$ cat src/rtl/rv32_ctrl_pkg.sv
// Shared encodings for the RV32I multi-cycle controller.
// ALU codes, opcodes, operand/PC selects and the FSM state enum.
package rv32_ctrl_pkg;

    localparam logic [3:0] ALU_ADD  = 4'b0000;
    localparam logic [3:0] ALU_SUB  = 4'b1000;
    localparam logic [3:0] ALU_SLL  = 4'b0001;
    localparam logic [3:0] ALU_SLT  = 4'b0010;
    localparam logic [3:0] ALU_SLTU = 4'b1010;
    localparam logic [3:0] ALU_SRCB = 4'b0011;
    localparam logic [3:0] ALU_XOR  = 4'b0100;
    localparam logic [3:0] ALU_SRL  = 4'b0101;
    localparam logic [3:0] ALU_SRA  = 4'b1101;
    localparam logic [3:0] ALU_OR   = 4'b0110;
    localparam logic [3:0] ALU_AND  = 4'b0111;

    localparam logic [6:0] OP_R      = 7'b0110011;
    localparam logic [6:0] OP_I      = 7'b0010011;
    localparam logic [6:0] OP_LUI    = 7'b0110111;
    localparam logic [6:0] OP_AUIPC  = 7'b0010111;
    localparam logic [6:0] OP_JAL    = 7'b1101111;
    localparam logic [6:0] OP_JALR   = 7'b1100111;
    localparam logic [6:0] OP_LOAD   = 7'b0000011;
    localparam logic [6:0] OP_STORE  = 7'b0100011;
    localparam logic [6:0] OP_BRANCH = 7'b1100011;

    localparam logic [2:0] EXT_I = 3'b000;
    localparam logic [2:0] EXT_U = 3'b001;
    localparam logic [2:0] EXT_S = 3'b010;
    localparam logic [2:0] EXT_B = 3'b011;
    localparam logic [2:0] EXT_J = 3'b100;

    localparam logic [1:0] PC_4   = 2'b00;
    localparam logic [1:0] PC_IMM = 2'b01;
    localparam logic [1:0] PC_JR  = 2'b10;

    localparam logic [1:0] BSRC_RS2 = 2'b00;
    localparam logic [1:0] BSRC_IMM = 2'b01;
    localparam logic [1:0] BSRC_4   = 2'b10;

    typedef enum logic [2:0] {
        S_IDLE,
        S_FETCH,
        S_DECODE,
        S_EXEC,
        S_MEM,
        S_WB,
        S_TRAP
    } state_t;

    // funct3 (+ alternate bit) to ALU operation for R/I arithmetic
    function automatic logic [3:0] alu_fn(input logic [2:0] f3,
                                          input logic alt);
        logic [3:0] r;
        r = ALU_ADD;
        case (f3)
            3'b000:  r = alt ? ALU_SUB : ALU_ADD;
            3'b001:  r = ALU_SLL;
            3'b010:  r = ALU_SLT;
            3'b011:  r = ALU_SLTU;
            3'b100:  r = ALU_XOR;
            3'b101:  r = alt ? ALU_SRA : ALU_SRL;
            3'b110:  r = ALU_OR;
            default: r = ALU_AND;
        endcase
        return r;
    endfunction

    function automatic logic op_known(input logic [6:0] op);
        return (op == OP_R)     || (op == OP_I)     ||
               (op == OP_LUI)   || (op == OP_AUIPC) ||
               (op == OP_JAL)   || (op == OP_JALR)  ||
               (op == OP_LOAD)  || (op == OP_STORE) ||
               (op == OP_BRANCH);
    endfunction

endpackage

$ cat src/rtl/rv32_alu_dec.sv
// Opcode/funct3/instr[30] to ALU code, operand selects and
// immediate format. Unknown opcodes decode to all zeros.
module rv32_alu_dec
    import rv32_ctrl_pkg::*;
(
    input  logic [6:0] opcode,
    input  logic [2:0] funct3,
    input  logic       alt,
    output logic [3:0] alu_ctr,
    output logic       alu_asrc,
    output logic [1:0] alu_bsrc,
    output logic [2:0] ext_op
);

    // per-opcode operation and operand routing
    always_comb begin
        alu_ctr  = ALU_ADD;
        alu_asrc = 1'b0;
        alu_bsrc = BSRC_RS2;
        ext_op   = EXT_I;
        case (opcode)
            OP_R: begin
                alu_ctr = alu_fn(funct3, alt);
            end
            OP_I: begin
                alu_ctr  = alu_fn(funct3, alt & (funct3 == 3'b101));
                alu_bsrc = BSRC_IMM;
            end
            OP_LUI: begin
                alu_ctr  = ALU_SRCB;
                alu_bsrc = BSRC_IMM;
                ext_op   = EXT_U;
            end
            OP_AUIPC: begin
                alu_asrc = 1'b1;
                alu_bsrc = BSRC_IMM;
                ext_op   = EXT_U;
            end
            OP_JAL: begin
                alu_asrc = 1'b1;
                alu_bsrc = BSRC_4;
                ext_op   = EXT_J;
            end
            OP_JALR: begin
                alu_asrc = 1'b1;
                alu_bsrc = BSRC_4;
            end
            OP_LOAD: begin
                alu_bsrc = BSRC_IMM;
            end
            OP_STORE: begin
                alu_bsrc = BSRC_IMM;
                ext_op   = EXT_S;
            end
            OP_BRANCH: begin
                alu_ctr = funct3[1] ? ALU_SLTU : ALU_SLT;
                ext_op  = EXT_B;
            end
            default: begin
                alu_ctr = ALU_ADD;
            end
        endcase
    end

endmodule

$ cat src/rtl/rv32_mc_ctrl.sv
// Multi-cycle RV32I control unit: fetch handshake, FSM, strobes.
// Define RV32_MC_CTRL_TRAP_EN to trap on unknown opcodes.
module rv32_mc_ctrl
    import rv32_ctrl_pkg::*;
(
    input  logic        clk,
    input  logic        rst_n,
    input  logic [31:0] instr,
    input  logic        instr_valid,
    output logic        instr_ready,
    input  logic        mem_done,
    input  logic        less,
    input  logic        zero,
    output logic [3:0]  alu_ctr,
    output logic        alu_asrc,
    output logic [1:0]  alu_bsrc,
    output logic [2:0]  ext_op,
    output logic        reg_wr,
    output logic        mem_rd,
    output logic        mem_wr,
    output logic        mem_to_reg,
    output logic [2:0]  mem_op,
    output logic        pc_wr,
    output logic [1:0]  pc_src,
    output logic        busy,
    output logic        trap
);

    state_t     state;
    logic [6:0] ir_op;
    logic [2:0] ir_f3;
    logic       ir_alt;

    // register/rs/imm fields belong to the datapath, not to us
    logic unused_instr;
    assign unused_instr = ^{instr[31], instr[29:15], instr[11:7]};

    logic [3:0] dec_ctr;
    logic       dec_asrc;
    logic [1:0] dec_bsrc;
    logic [2:0] dec_ext;

    rv32_alu_dec u_dec (
        .opcode   (ir_op),
        .funct3   (ir_f3),
        .alt      (ir_alt),
        .alu_ctr  (dec_ctr),
        .alu_asrc (dec_asrc),
        .alu_bsrc (dec_bsrc),
        .ext_op   (dec_ext)
    );

    logic is_load, is_store, is_br, is_jal, is_jalr, known;
    assign is_load  = (ir_op == OP_LOAD);
    assign is_store = (ir_op == OP_STORE);
    assign is_br    = (ir_op == OP_BRANCH);
    assign is_jal   = (ir_op == OP_JAL);
    assign is_jalr  = (ir_op == OP_JALR);
    assign known    = op_known(ir_op);

    // branch condition from the live ALU flags
    logic taken;
    always_comb begin
        taken = 1'b0;
        case (ir_f3)
            3'b000:  taken = zero;
            3'b001:  taken = ~zero;
            3'b100:  taken = less;
            3'b101:  taken = ~less;
            3'b110:  taken = less;
            3'b111:  taken = ~less;
            default: taken = 1'b0;
        endcase
    end

    // state sequencing and instruction register capture
    always_ff @(posedge clk or negedge rst_n) begin
        if (!rst_n) begin
            state  <= S_IDLE;
            ir_op  <= '0;
            ir_f3  <= '0;
            ir_alt <= 1'b0;
        end else begin
            unique case (state)
                S_IDLE: state <= S_FETCH;
                S_FETCH: begin
                    if (instr_valid) begin
                        ir_op  <= instr[6:0];
                        ir_f3  <= instr[14:12];
                        ir_alt <= instr[30];
                        state  <= S_DECODE;
                    end
                end
                S_DECODE: begin
                    if (known)
                        state <= S_EXEC;
                    else
`ifdef RV32_MC_CTRL_TRAP_EN
                        state <= S_TRAP;
`else
                        state <= S_FETCH;
`endif
                end
                S_EXEC: begin
                    if (is_load || is_store)
                        state <= S_MEM;
                    else if (is_br)
                        state <= S_FETCH;
                    else
                        state <= S_WB;
                end
                S_MEM: begin
                    if (mem_done)
                        state <= is_load ? S_WB : S_FETCH;
                end
                S_WB:   state <= S_FETCH;
                S_TRAP: state <= S_TRAP;
                default: state <= S_IDLE;
            endcase
        end
    end

    logic dec_en;
    assign dec_en = (state == S_DECODE) || (state == S_EXEC) ||
                    (state == S_MEM)    || (state == S_WB);

    // output decode from state and IR
    always_comb begin
        instr_ready = (state == S_FETCH);
        busy        = (state != S_IDLE) && (state != S_FETCH);
        alu_ctr     = '0;
        alu_asrc    = 1'b0;
        alu_bsrc    = '0;
        ext_op      = '0;
        reg_wr      = 1'b0;
        mem_rd      = 1'b0;
        mem_wr      = 1'b0;
        mem_to_reg  = 1'b0;
        mem_op      = '0;
        pc_wr       = 1'b0;
        pc_src      = PC_4;
        trap        = 1'b0;
        if (dec_en) begin
            alu_ctr  = dec_ctr;
            alu_asrc = dec_asrc;
            alu_bsrc = dec_bsrc;
            ext_op   = dec_ext;
        end
        case (state)
            S_DECODE: begin
`ifndef RV32_MC_CTRL_TRAP_EN
                if (!known)
                    pc_wr = 1'b1;
`endif
            end
            S_EXEC: begin
                if (is_br) begin
                    pc_wr  = 1'b1;
                    pc_src = taken ? PC_IMM : PC_4;
                end
            end
            S_MEM: begin
                mem_rd = is_load;
                mem_wr = is_store;
                mem_op = ir_f3;
                if (is_store && mem_done)
                    pc_wr = 1'b1;
            end
            S_WB: begin
                reg_wr     = 1'b1;
                pc_wr      = 1'b1;
                mem_to_reg = is_load;
                if (is_load)
                    mem_op = ir_f3;
                if (is_jal)
                    pc_src = PC_IMM;
                else if (is_jalr)
                    pc_src = PC_JR;
            end
            S_TRAP: begin
`ifdef RV32_MC_CTRL_TRAP_EN
                trap = 1'b1;
`endif
            end
            default: begin
                trap = 1'b0;
            end
        endcase
    end

endmodule

$ cat config.mk
export PLATFORM = sky130hd
export DESIGN_NAME = rv32_mc_ctrl
export DESIGN_NICKNAME = d
export VERILOG_FILES = /design/src/rtl/rv32_ctrl_pkg.sv /design/src/rtl/rv32_alu_dec.sv /design/src/rtl/rv32_mc_ctrl.sv
export SDC_FILE = /design/constraint.sdc
export NUM_CORES = 1
export LEC_CHECK = 0
export CAP_MARGIN = 15
export CELL_PAD_IN_SITES_DETAIL_PLACEMENT = 1
export CELL_PAD_IN_SITES_GLOBAL_PLACEMENT = 1
export CORE_MARGIN = 5
export CORE_UTILIZATION = 26
export DETAILED_ROUTE_END_ITERATION = 8
export MAX_ROUTING_LAYER = met4
export PLACE_DENSITY = 0.79
export SETUP_SLACK_MARGIN = 0.15
export SKIP_CTS_REPAIR_TIMING = 1
export SYNTH_ARGS = -nofsm -noshare
export SYNTH_HDL_FRONTEND = slang
export SYNTH_SLANG_ARGS = --single-unit
export TNS_END_PERCENT = 30
$ cat constraint.sdc
create_clock -name clk -period 1.9 [get_ports clk]
set_input_delay 0.285 -clock clk [delete_from_list [all_inputs] [get_ports clk]]
set_output_delay 0.285 -clock clk [all_outputs]
set_load 0.01 [all_outputs]
## Word level (Yosys, flattened, before mapping)

Index checks and enable logic that the tools add are counted.

- Register bits after elaboration: 14
- Latch bits: 0
- RAM bits: 0
- Bits in read-only memories: 0
- Memories: 0

- Add/sub/neg operators: 0
- Multipliers: 0
- Divide/modulo/power cells: 0
- $lt $le $gt $ge: 0
- Equal/unequal tests: 25
- Shifts and indexed selects: 0
- Multiplexer cells: 38
- Bitwise gates (word level): 3
- Reductions and logical operators: 26

Operator list:

| cell | count |
|---|---|
| 4-bit one-hot mux with 7 select lines | 2 |
| 4-bit two-way mux | 6 |
| 3-bit == test (second input constant) | 7 |
| 7-bit by 6-bit == test with 1-bit output (second input constant) | 3 |
| 7-bit == test (second input constant) | 3 |
| 3-bit two-way mux | 7 |
| 3-bit one-hot mux with 6 select lines | 1 |
| 4-bit one-hot mux with 4 select lines | 1 |
| 7-bit by 5-bit == test with 1-bit output (second input constant) | 2 |
| 3-bit by 2-bit == test with 1-bit output (second input constant) | 4 |
| 1-bit logical OR | 12 |
| 3-bit one-hot mux with 4 select lines | 1 |
| 1-bit two-way mux | 11 |
| 2-bit OR reduction | 5 |
| 2-bit two-way mux | 4 |
| 1-bit one-hot mux with 4 select lines | 2 |
| 2-bit one-hot mux with 2 select lines | 2 |
| 7-bit by 2-bit == test with 1-bit output (second input constant) | 1 |
| 3-bit by 1-bit == test with 1-bit output (second input constant) | 2 |
| 3-bit zero test | 2 |
| 3-bit one-hot mux with 2 select lines | 1 |
| 5-bit OR reduction | 1 |
| 2-bit inequality test (second input constant) | 2 |
| 2-bit AND reduction | 2 |
| other kinds (6) | 8 |

## Depth between registers and ports, before layout

- Depth after elaboration: 11
- Mapped depth: 7
- Mapped depth without buffers: 4

## Hierarchy

A second synthesis with hierarchy kept.

- Cell total of the unflattened synthesis: 129
- Area, all modules: 1,167.4 um^2

By module, submodules not included:

| module | instances | cells an instance | area each (um^2) | seq. area each (um^2) |
|---|---|---|---|---|
| rv32_mc_ctrl | 1 | 97 | 923.4 | 350.3 |
| rv32_alu_dec | 1 | 32 | 244.0 | 0.0 |

## Least setup slack after synthesis

OpenSTA, ideal clock, no wires.

- Path type: register to output
- Start: register state[1]
- End: output port pc_wr
- Arrival: 1.653 ns
- Setup slack: -0.038 ns
- Stages on the path, launching flop included: 6
- Buffers on the path: 1
- Cell sequence: dfrtp_1 buf_2 or3b_2 nor4_1 nand2_1 o211ai_1

- Word-level cells in the longest chain between the ends: 2
- Elaborated cells between the ends (all ways): 5
- Classes of those cells: 4 x eq/ne; 1 x mux

RTL lines:

| element | RTL line | text |
|---|---|---|
| start, declared | rv32_mc_ctrl.sv:29 | `state_t state;` |
| start signal, assigned | rv32_mc_ctrl.sv:114 | `state <= is_load ? S_WB : S_FETCH;` |
| 3-bit == test or 3-bit by 2-bit == test with 1-bit output (tied branches) | rv32_mc_ctrl.sv:149 | `case (state)` |
| 1-bit one-hot mux with 4 select lines * | rv32_mc_ctrl.sv:149 |  |
| end, declared | rv32_mc_ctrl.sv:23 | `output logic pc_wr,` |

Every way passes the cells marked *; elsewhere a longest branch is shown, timed or not.

## Worst setup path in the final report

- Start: register ir_op[2]
- End: output port mem_op[2]

- Word-level cells in the longest chain between the ends: 3

RTL lines:

| element | RTL line | text |
|---|---|---|
| start, declared | rv32_mc_ctrl.sv:30 | `logic [6:0] ir_op;` |
| start signal, assigned | rv32_mc_ctrl.sv:88 | `ir_op <= instr[6:0];` |
| 7-bit by 2-bit == test with 1-bit output | rv32_mc_ctrl.sv:54 | `assign is_load = (ir_op == OP_LOAD);` |
| 3-bit two-way mux | rv32_mc_ctrl.sv:173 | `if (is_load)` |
| 3-bit one-hot mux with 2 select lines | rv32_mc_ctrl.sv:149 |  |
| end, declared | rv32_mc_ctrl.sv:22 | `output logic [2:0] mem_op,` |

Every way passes these cells.

==> impl_metrics.csv <==
group,metric,value,unit
clock_network,cts_buffer_depth,2,
synthesis,yosysMostFrequentCell,"dfrtp_1",
setup_path,crit_slowest_cell,"or4_4",
power_and_ir_drop,p_total,2722,uW
final_layout,multi_input_area,754.5,um^2
routing,vias,1181,
power_and_ir_drop,powerDensity,1401,nW/um^2
setup_path,start_kind,"flip-flop",
die,die_x,73.28,um
setup_path,critPathMaxFanout,4,
routing,viasPerCell,4.743,
die,initial_utilization,0.2640,
setup_path,critPathTopFamily,"simple AND/OR/NAND/NOR gates",
timing,setup_viol,13,
clock_network,cts_buffers,3,
timing,setup_ws,-221.1,ps
global_routing,grt_max_degree,15,
power_and_ir_drop,swShare,0.3998,
final_layout,finalNonFillerCells,249,
die,ios,61,
worst_hold_path,hp-class,"input pin to asynchronous set/reset pin",
synthesis,synthArstFlopShare,1.000,
setup_path,cp.required,1620,ps
routing,wl_met3,135,um
power_and_ir_drop,leakagePower,0.0009325,uW
global_routing,antenna_found_initial,0,
synthesis,syn_area,1041,um^2
final_layout,diodes,0,
die,die_y,73.28,um
final_layout,fill_cells,453,
synthesis,yosysTopAreaCellShare,0.3365,
timing,maxClockFrequency,471.5,MHz
synthesis,seq_area_frac_synth,0.3365,
synthesis,synth_area_leaders,"dfrtp_1 (34%), mux2_2 (9.7%), nor2_1 (4.3%), o21ai_0 (3.8%), nand2_1 (3.6%)",
synthesis,netlist_instances,122,
synthesis,synth_top_family_by_area,"simple AND/OR/NAND/NOR gates",
clock_network,clock_latency,250,ps
clock_network,cts.clk_slew.worst_paths,60,ps
synthesis,synth_xor_xnor_area_share,0.02524,
global_routing,grt_pass1_wl,5727,um
setup_path,arrival,1840,ps
routing,route.detailed.drc,0,
final_layout,regArea,351.6,um^2
synthesis,yosys.area_share.adder,0,
timing,post-route-period-util,1.116,
timing,skew,3.432,ps
synthesis,yosys.area_share.simple,0.2873,
outcome,status,"finished with violations",
die,core,3943,um^2
setup_path,end_kind,"primary output",
power_and_ir_drop,p_sw,1088,uW
power_and_ir_drop,power.share.clock,0.107,
synthesis,syn_nets,160,
final_layout,nNetsFinal,238,
final_layout,design_area,1943,um^2
timing,worst_pin_slew,633.4,ps
timing,relSlewSlack,0.5764,
placement,dp_slack,-445.8,ps
synthesis,synth_edf_count,0,
synthesis,yosys_warnings,0,
setup_path,critPathBufInv,1,
synthesis,ys_types,41,
power_and_ir_drop,pwr-share-seq,0.220,
timing,period_minus_slack,2121,ps
routing,antenna_left,0,
synthesis,synth_compound_area_frac,0.1791,
setup_path,critPathKind,"flip-flop to primary output",
synthesis,synthMuxAreaShare,0.09736,
placement,dp_cells,238,
routing,drt_iter0_markers,46,
placement,dpl.hpwl,2960,um
placement,port_buffers,38,
die,rows,23,
routing,wl_met1,1720,um
placement,gp_congestion,0.8553,
routing,drt-total-wl,3955,um
synthesis,ys_ff_latch,14,
power_and_ir_drop,power.internal,1634,uW
timing,maxSlewViolCount,0,
routing,avgRoutedWirePerCell,15.88,um
global_routing,grt_pass1_vias,1220,
die,die_area,5369,um^2
placement,place_area,1728,um^2
power_and_ir_drop,peakVddDrop,0.0005745,V
synthesis,synth_area_per_cell,8.533,um^2
global_routing,track_usage,0.1407,
timing,rsz0062_at_grt,"yes",
outcome,failed_checks,"negative setup slack",
clock_network,cts_tree,"built",
final_layout,drive_gt1_frac,0.5176,
power_and_ir_drop,p_comb_frac,0.673,
job,drv_cap,0,
routing,wl_met2,2073,um
setup_path,max_stage_delay,470,ps
clock_network,cts_sinks,14,
setup_path,cp_cell_sequence,"nand4bb_4 -> or4_4 -> a21boi_4 -> and2_4 -> buf_6",
final_layout,area_delta_synth_final,86.66,%
clock_network,htree_levels,1,
synthesis,synthFlopType,"dfrtp_1",
synthesis,synth_common_cells,"dfrtp_1 (14), nor2_1 (12), nand2_1 (10)",
timing,final-hold-violation-count,0,
clock_network,cts-root-buf,"clkbuf_8",
routing,first_pass_iters,4,
global_routing,grt.overflow.total,0,
routing,top_layer_used,"met4",
synthesis,synth_top_area_cell,"dfrtp_1",
-- cells in the final DEF (no fill, tap or decap), types with 3 or more instances in the layout --
cell             count
buf_4               42
nor2_2               4
buf_6               10
nor2_1               6
a21oi_1              3
dfrtp_1             13
buf_2                8
mux2_2               9
clkdlybuf4s50_1     16
or2_4                3
dlymetal6s2s_1       5
nand2b_1             3
and2_4               3
nand2_1              9
nor3_1               3
inv_1                5
o21ai_0              6
clkbuf_8             4
-- layer usage --
layer / vias up / GRT usage
met5: - / -
met4: 0 / 0.04713
met3: 2 / 0.01368
met2: 25 / 0.2363
met1: 567 / 0.1760
li1: 587 / -
-- flip-flops by register name, summed over array words and instances (netlist names) --
register,flops
ir_alt,1
ir_f3,3
ir_op,7
state,3
-- area by class of cell --
type,instances,share of cell area
timing repair buffer,83,0.3606
sequential,14,0.1809
inverter,5,0.009659
multi-input combinational,93,0.3883
clock buffer,4,0.02833
tap,50,0.03220
-- kinds of logic (layout without fill, tap and decap cells) --
family                 count (synthesis)  count (layout)
AND/OR/NAND/NOR                       54              54
AO/OA/AOI/OAI                         26              26
buffers and inverters                 15              92
flip-flops                            14              14
multiplexers                           9               9
XOR/XNOR                               3               3
other                                  1               1
-- power by group through the flow --
stage	Clock (uW)	Sequential (uW)	Combinational, uW
after floorplan	0	553	774
after global placement	0	571	1480
after detailed placement	0	590	1540
after CTS	306	588	1550
after global routing	312	619	1980
final	290	600	1830
-- worst reg2reg max path, delay by kind of cell (launching register included) --
kind	cells	cell delay, ps
AND/OR/NAND/NOR	2	310
buffers and inverters	3	480
multiplexers	1	360
flip-flops	1	410
-- through the flow --
step                      hold WS (ps)  utilization  TNS, ps
after floorplan                 -10.59            -        0
after global routing             499.9       0.4929    -2499
final                            430.1       0.4929    -1535
after CTS                        449.5       0.4522   -10470
after global placement           528.6       0.4383    -3475
after detailed placement         547.7       0.4383    -4572
-- path summary, 6_finish.rpt --
| kind | cells after the start | end | from | slack, ps |
|---|---|---|---|---|
| worst max-delay path | 5 | mem_op[2] | ir_op[2]$_DFFE_PN0P_ | -220 |
| worst min register to register | 1 | ir_alt$_DFFE_PN0P_ | ir_alt$_DFFE_PN0P_ | 550 |
| worst min-delay path | 1 | ir_f3[2]$_DFFE_PN0P_ | rst_n | 430 |
| worst max register to register | 6 | ir_op[3]$_DFFE_PN0P_ | state[2]$_DFFE_PN0P_ | 230 |
| max in group asynchronous | 1 | ir_op[6]$_DFFE_PN0P_ | rst_n | 1020 |
| min in group clk | 1 | ir_alt$_DFFE_PN0P_ | ir_alt$_DFFE_PN0P_ | 550 |
(Power assumes the default switching activity.)
